[config.mk]
export PLATFORM = sky130hd
export DESIGN_NAME = trdb_trace_ctrl
export DESIGN_NICKNAME = d
export VERILOG_FILES = /design/src/rtl/trdb_trace_ctrl.sv
export SDC_FILE = /design/constraint.sdc
export NUM_CORES = 1
export LEC_CHECK = 0
export CAP_MARGIN = 0
export CORE_MARGIN = 3
export CORE_UTILIZATION = 40
export DETAILED_ROUTE_END_ITERATION = 10
export PLACE_DENSITY = 0.66
export SETUP_SLACK_MARGIN = 0.3
export SYNTH_ARGS = -nofsm -noshare
export SYNTH_HDL_FRONTEND = slang
export SYNTH_SLANG_ARGS = --single-unit
[constraint.sdc]
create_clock -name clk_i -period 1.5 [get_ports clk_i]
set_clock_uncertainty 0.15 [all_clocks]
set_input_delay 0.3 -clock clk_i [delete_from_list [all_inputs] [get_ports clk_i]]
set_output_delay 0.3 -clock clk_i [all_outputs]
set_load 0.02 [all_outputs]
[src/rtl/trdb_trace_ctrl.sv]
// Trace session controller: arbitrates start/stop of tracing, requests START/STOP
// control packets, and drains the encoder FIFO (with timeout) before returning idle.
module trdb_trace_ctrl #(
    parameter int unsigned DRAIN_CYCLES = 16
) (
    input  logic       clk_i,
    input  logic       rst_i,
    input  logic       trace_enable_i,
    input  logic       trace_qualified_i,
    input  logic       trigger_trace_on_i,
    input  logic       trigger_trace_off_i,
    input  logic       inst_valid_i,
    input  logic       pkt_ack_i,
    input  logic       fifo_empty_i,
    output logic       pkt_req_o,
    output logic [1:0] pkt_type_o,
    output logic       encoder_en_o,
    output logic       trace_req_deactivate_o,
    output logic       drain_timeout_o,
    output logic [2:0] state_o
);

    typedef enum logic [2:0] {
        IDLE      = 3'd0,
        START_REQ = 3'd1,
        ACTIVE    = 3'd2,
        STOP_REQ  = 3'd3,
        DRAIN     = 3'd4
    } state_t;

    localparam logic [1:0] PKT_NONE  = 2'b00;
    localparam logic [1:0] PKT_START = 2'b01;
    localparam logic [1:0] PKT_STOP  = 2'b10;
    localparam logic [7:0] DRAIN_LAST = 8'(DRAIN_CYCLES - 1);

    state_t     state;
    logic [7:0] drain_cnt;
    logic       stop_by_trigger;
    logic       start_cond;
    logic       stop_cond;

    // A trigger-off request always dominates a simultaneous trigger-on.
    assign start_cond = trace_enable_i & ~trigger_trace_off_i &
                        (trigger_trace_on_i | (trace_qualified_i & inst_valid_i));
    assign stop_cond  = ~trace_enable_i | trigger_trace_off_i | ~trace_qualified_i;

    assign state_o = state;

    always_ff @(posedge clk_i or posedge rst_i) begin
        if (rst_i) begin
            state                  <= IDLE;
            drain_cnt              <= 8'd0;
            stop_by_trigger        <= 1'b0;
            pkt_req_o              <= 1'b0;
            pkt_type_o             <= PKT_NONE;
            encoder_en_o           <= 1'b0;
            trace_req_deactivate_o <= 1'b0;
            drain_timeout_o        <= 1'b0;
        end else begin
            trace_req_deactivate_o <= 1'b0;
            case (state)
                IDLE: begin
                    if (start_cond) begin
                        state           <= START_REQ;
                        pkt_req_o       <= 1'b1;
                        pkt_type_o      <= PKT_START;
                        drain_timeout_o <= 1'b0;
                    end
                end
                // Request is held unchanged until acknowledged, whatever the stop condition does.
                START_REQ: begin
                    if (pkt_ack_i) begin
                        state        <= ACTIVE;
                        pkt_req_o    <= 1'b0;
                        pkt_type_o   <= PKT_NONE;
                        encoder_en_o <= 1'b1;
                    end
                end
                ACTIVE: begin
                    if (stop_cond) begin
                        state           <= STOP_REQ;
                        encoder_en_o    <= 1'b0;
                        pkt_req_o       <= 1'b1;
                        pkt_type_o      <= PKT_STOP;
                        stop_by_trigger <= trigger_trace_off_i;
                    end
                end
                STOP_REQ: begin
                    if (pkt_ack_i) begin
                        state      <= DRAIN;
                        pkt_req_o  <= 1'b0;
                        pkt_type_o <= PKT_NONE;
                        drain_cnt  <= 8'd0;
                    end
                end
                // Empty FIFO takes priority over the timeout on the same cycle.
                DRAIN: begin
                    if (!fifo_empty_i) begin
                        drain_cnt <= drain_cnt + 8'd1;
                    end
                    if (fifo_empty_i || drain_cnt == DRAIN_LAST) begin
                        state                  <= IDLE;
                        trace_req_deactivate_o <= stop_by_trigger;
                        stop_by_trigger        <= 1'b0;
                        if (!fifo_empty_i) begin
                            drain_timeout_o <= 1'b1;
                        end
                    end
                end
                default: begin
                    state           <= IDLE;
                    drain_cnt       <= 8'd0;
                    stop_by_trigger <= 1'b0;
                    pkt_req_o       <= 1'b0;
                    pkt_type_o      <= PKT_NONE;
                    encoder_en_o    <= 1'b0;
                end
            endcase
        end
    end

endmodule

[Yosys cells after proc, flatten, opt, wreduce, memory -nomap -nowiden]
Index checks and enable logic that the tools add are counted.
Word-level totals
  flip-flop bits (word level): 18
  bits of input ports: 9
  output and inout bits: 9
  logic and storage cells: 76
Cells by class
  add/sub/neg operators: 1
  equality and inequality tests: 12
  mux-type cells: 29
  bitwise gates (word level): 13
  reductions and logical operators: 13
Operators with widths (count)
  case mux 8 bit (3 select lines): 1
  two-way mux 8 bit: 2
  two-way mux 3 bit: 5
  case mux 3 bit (5 select lines): 1
  two-way mux 1 bit: 12
  inequality test 2 bit (second input constant): 6
  AND reduction 3 bit: 3
  OR reduction 3 bit: 3
  adder 8 x 1 -> 8 bit (second input constant): 1
  equality test 8 x 4 -> 1 bit (second input constant): 1
  case mux 2 bit (4 select lines): 1
  AND reduction 4 bit: 2
  inverter 1 bit: 7
  equality test 3 x 2 -> 1 bit (second input constant): 2
  two-way mux 2 bit: 3
  case mux 1 bit (3 select lines): 2
  AND reduction 5 bit: 1
  case mux 1 bit (4 select lines): 1
  bitwise AND 1 bit: 3
  equality test 3 x 1 -> 1 bit (second input constant): 1
  equality test 3 bit (second input constant): 1
  zero test 3 bit: 1
  bitwise OR 1 bit: 3
  inequality test 2 x 1 -> 1 bit (second input constant): 1
  4 further kinds: 4

[Depth between registers and ports, before layout]
  word-level depth: 5
  mapped depth: 5
  mapped depth without buffers: 5

[Worst setup path after synthesis]
Ideal clock, no wire load.
  path kind: register -> register
  start point: register state[1] (netlist: state_o[1])
  end point: register drain_cnt[5]
  library setup time: 0.066 ns
  data arrival time: 1.458 ns
  data required time: 1.284 ns
  path slack: -0.174 ns
  cell stages (with the launch flop): 5
  buffers on the path: 0
  period minus slack after synthesis: 1.674 ns
  cells stage by stage: dfrtp_1 -> a21o_2 -> a22o_1 -> or4_1 -> nand2_1
Between the ends
  word-level cells in the longest chain between the ends: 4
  elaborated cells between the ends (all ways): 11
  those cells by class: eq/ne: 6; mux: 1; bitwise: 1; reduce/logical: 3
Ends and longest elaborated chain
  from (decl): RTL line 36  | state_t state;
  from (signal assigned): RTL line 51  | state <= IDLE;
  from (signal assigned): RTL line 64  | state <= START_REQ;
  from (signal assigned): RTL line 73  | state <= ACTIVE;
  equality test 3 x 2 -> 1 bit (tied with other cells): RTL line 61  | case (state)
  OR reduction 3 bit (no line)
  inverter 1 bit (no line)
  AND reduction 3 bit (no line)
  to (signal assigned): RTL line 99  | drain_cnt <= drain_cnt + 8'd1;
  to (decl): RTL line 37  | logic [7:0] drain_cnt;
Parallel ways exist; a longest one is shown, timed or not.
A chain may end at the register's enable or synchronous reset.

[Worst setup path in the final report]
  start point: register state[1] (netlist: state_o[1])
  end point: register drain_cnt[6]
The elaborated chain is that of the path after synthesis.

==> impl_metrics.ini <==
[layout]
layout-drive-gt1-share_pct = 59.4
nets = 191
final_cell_area_sq_um = 1970
diodes = 0
fin_cells = 208
final_cell_mix = buf_4, buf_6, dfrtp_1
mostFrequentLayoutCell = buf_4
area_growth_syn_to_layout_pct = 92.6

[die]
die_area_sq_um = 3210
start_util_pct = 44.2
core_region_area_sq_um = 2320
die_h_um = 56.6
die_w_um = 56.6
rows = 17
pin_count = 18

[routing]
vias_per_cell = 5.94
detail-route-antenna-nets = 0
drt-total-wl_um = 3970
vias = 1235
drt-initial-drc-count = 55
drc = 0
dr.pass1.iters = 4
wl_per_cell_um = 19.1

[yosys]
synth-main-ff-cell = dfrtp_1
synthArstFlopShare_pct = 100
synthDistinctLibCells = 41
yosysWarnings = 0
syn_nets = 122
synth-seq-area-share_pct = 44.0
synth-seq-cells = 18
syn_area_sq_um = 1020
syn_inst = 112
avgSynthCellArea_sq_um = 9.15
synth_edf_count = 0

[worst_setup_path]
critPathKind = reg2reg
cp-end-kind = flip-flop
cp-start-kind = flip-flop
ff2ff_setup_slack_ps = -180
crit_path_max_fanout = 4
cp.arrival_ps = 1760
worstPathRequired_ps = 1590

[global_route]
grt_pass1_vias = 1202
antenna_found_initial = 0
grt_pass1_wl_um = 5450
grt_overflow = 0
grt_use_total_pct = 21.8
grt_start_max_net_pins = 19

[clock_tree]
root_buffer = clkbuf_4
holdBufCountCts = 0
cts.path.max_buffers = 2
insertion_delay_ps = 310
cts_buffers = 3
clock-sinks = 18
clkTransAtPathRegs_ps = 120
cts_tree = yes
htree_levels = 1

[timing]
rsz0062_at_grt = yes
fin_crit_ps = 1680
hold_violations = 0
slew_violations = 0
max_slew_margin_pct = 79.6
tightest_slew_ps = 305
fmax_ghz = 0.597
setup_ws_ps = -176
period_share_pct = 112
setup_viol = 12

[placement]
finalWeightedCongestion = 0.772
dp.final_hpwl_um = 2050
place_area_sq_um = 1430
placed_cells = 176
portBuffers = 17

[hold_path]
hold_class = in2async

[pwr]
leakage_nw = 0.893
powerDensity_nw_per_um2 = 1720
ir_drop_mv = 1.61

[run]
maxCapViolCount = 0

[outcome]
failed_checks = setup timing
status = finished with violations
[worst paths after layout]
path | start | end | cells past startpoint
hold / removal | rst_i | state_o[2]$_DFFE_PP0P_ | 3
min in group clk_i | stop_by_trigger$_DFFE_PP0P_ | trace_req_deactivate_o$_DFF_PP0_ | 1
setup / recovery | state_o[1]$_DFFE_PP0P_ | drain_cnt[6]$_DFFE_PP0P_ | 4
max in group asynchronous | rst_i | state_o[0]$_DFFE_PP0P_ | 3
setup reg to reg | state_o[1]$_DFFE_PP0P_ | drain_cnt[6]$_DFFE_PP0P_ | 4
hold reg to reg | stop_by_trigger$_DFFE_PP0P_ | trace_req_deactivate_o$_DFF_PP0_ | 1
[synthesized netlist by cell type (2+ instances only)]
cell type	count	area, sq um
o32ai_1	2	17.5
clkbuf_1	2	7.51
o21ai_0	7	35.0
a21oi_1	7	35.0
a21o_1	2	15.0
nand3_1	5	25.0
or4_1	3	22.5
nor2_1	6	22.5
nand2_1	12	45.0
o31ai_1	2	15.0
inv_1	4	15.0
nand4b_1	3	26.3
nand2b_1	3	18.8
nor3b_1	3	22.5
o21a_1	2	15.0
nor2b_1	3	18.8
or3_1	2	12.5
buf_2	2	10.0
dfrtp_1	18	450
o211ai_1	3	22.5
[flip-flops by register name, summed over array words and instances, names as in the netlist]
register and count:
pkt_req_o 1, state_o 3, trace_req_deactivate_o 1, drain_timeout_o 1
pkt_type_o 2, stop_by_trigger 1, drain_cnt 8, encoder_en_o 1
[through the flow]
| step | TNS, ps | power [mW] | setup WS, ps | hold slack, ps | util (%) |
|---|---|---|---|---|---|
| floorplan | -158 | 1.53 | -73.0 | 88.4 | - |
| global route | -1350 | 3.57 | -193 | 154 | 85.1 |
| finish | -892 | 3.39 | -176 | 142 | 85.1 |
| CTS | -255 | 2.75 | -70.7 | 164 | 73.0 |
| global placement | -3940 | 2.02 | -400 | 334 | 61.7 |
| detailed placement | -4570 | 2.06 | -445 | 339 | 61.7 |
[logic make-up (layout without fill, tap and decap cells)]
kind of cell | Yosys count | after routing | synth area share (%)
AND/OR/NAND/NOR | 45 | 45 | 23.9
XOR/XNOR | 1 | 1 | 0.855
flip-flops | 18 | 18 | 44.0
AO/OA/AOI/OAI | 37 | 37 | 25.5
adder cells (fa/ha/maj) | 1 | 1 | 1.22
buffers and inverters | 9 | 77 | 3.54
multiplexers | 1 | 1 | 0.977
[worst max-delay path: stages (launching register included)]
cell	delay (ps)
dfrtp_2	470
a21o_4	250
a22o_4	230
or4_4	420
nand2_2	80
[power by group]
part	total (mW)	internal, mW	switching [mW]
Clock	0.315	0.148	0.167
Combinational	2.32	1.26	1.06
Sequential	0.755	0.617	0.138
Total	3.39	2.03	1.36
[final cells by class]
type | instances | area (sq um)
clock buffer | 4 | 36.3
fill | 122 | 345
inverter | 4 | 17.5
multi-input combinational | 85 | 773
sequential | 18 | 458
tap | 28 | 35.0
timing repair buffer | 69 | 653
[layer usage]
layer,track usage [%],part of all wire [%],up-vias
met5,0,0,-
met4,10.5,1.4,0
met3,3.45,6.4,8
met2,36.5,51,53
met1,26.9,41,610
li1,-,-,564
[what timing repair did]
action,CTS,global route
gates resized for setup,78,48
buffers inserted,18,10
endpoints found under the hold margin,0,0
pin swaps,12,15
setup endpoints to repair,27,27
Note: power is estimated with default switching activity, not from simulation.
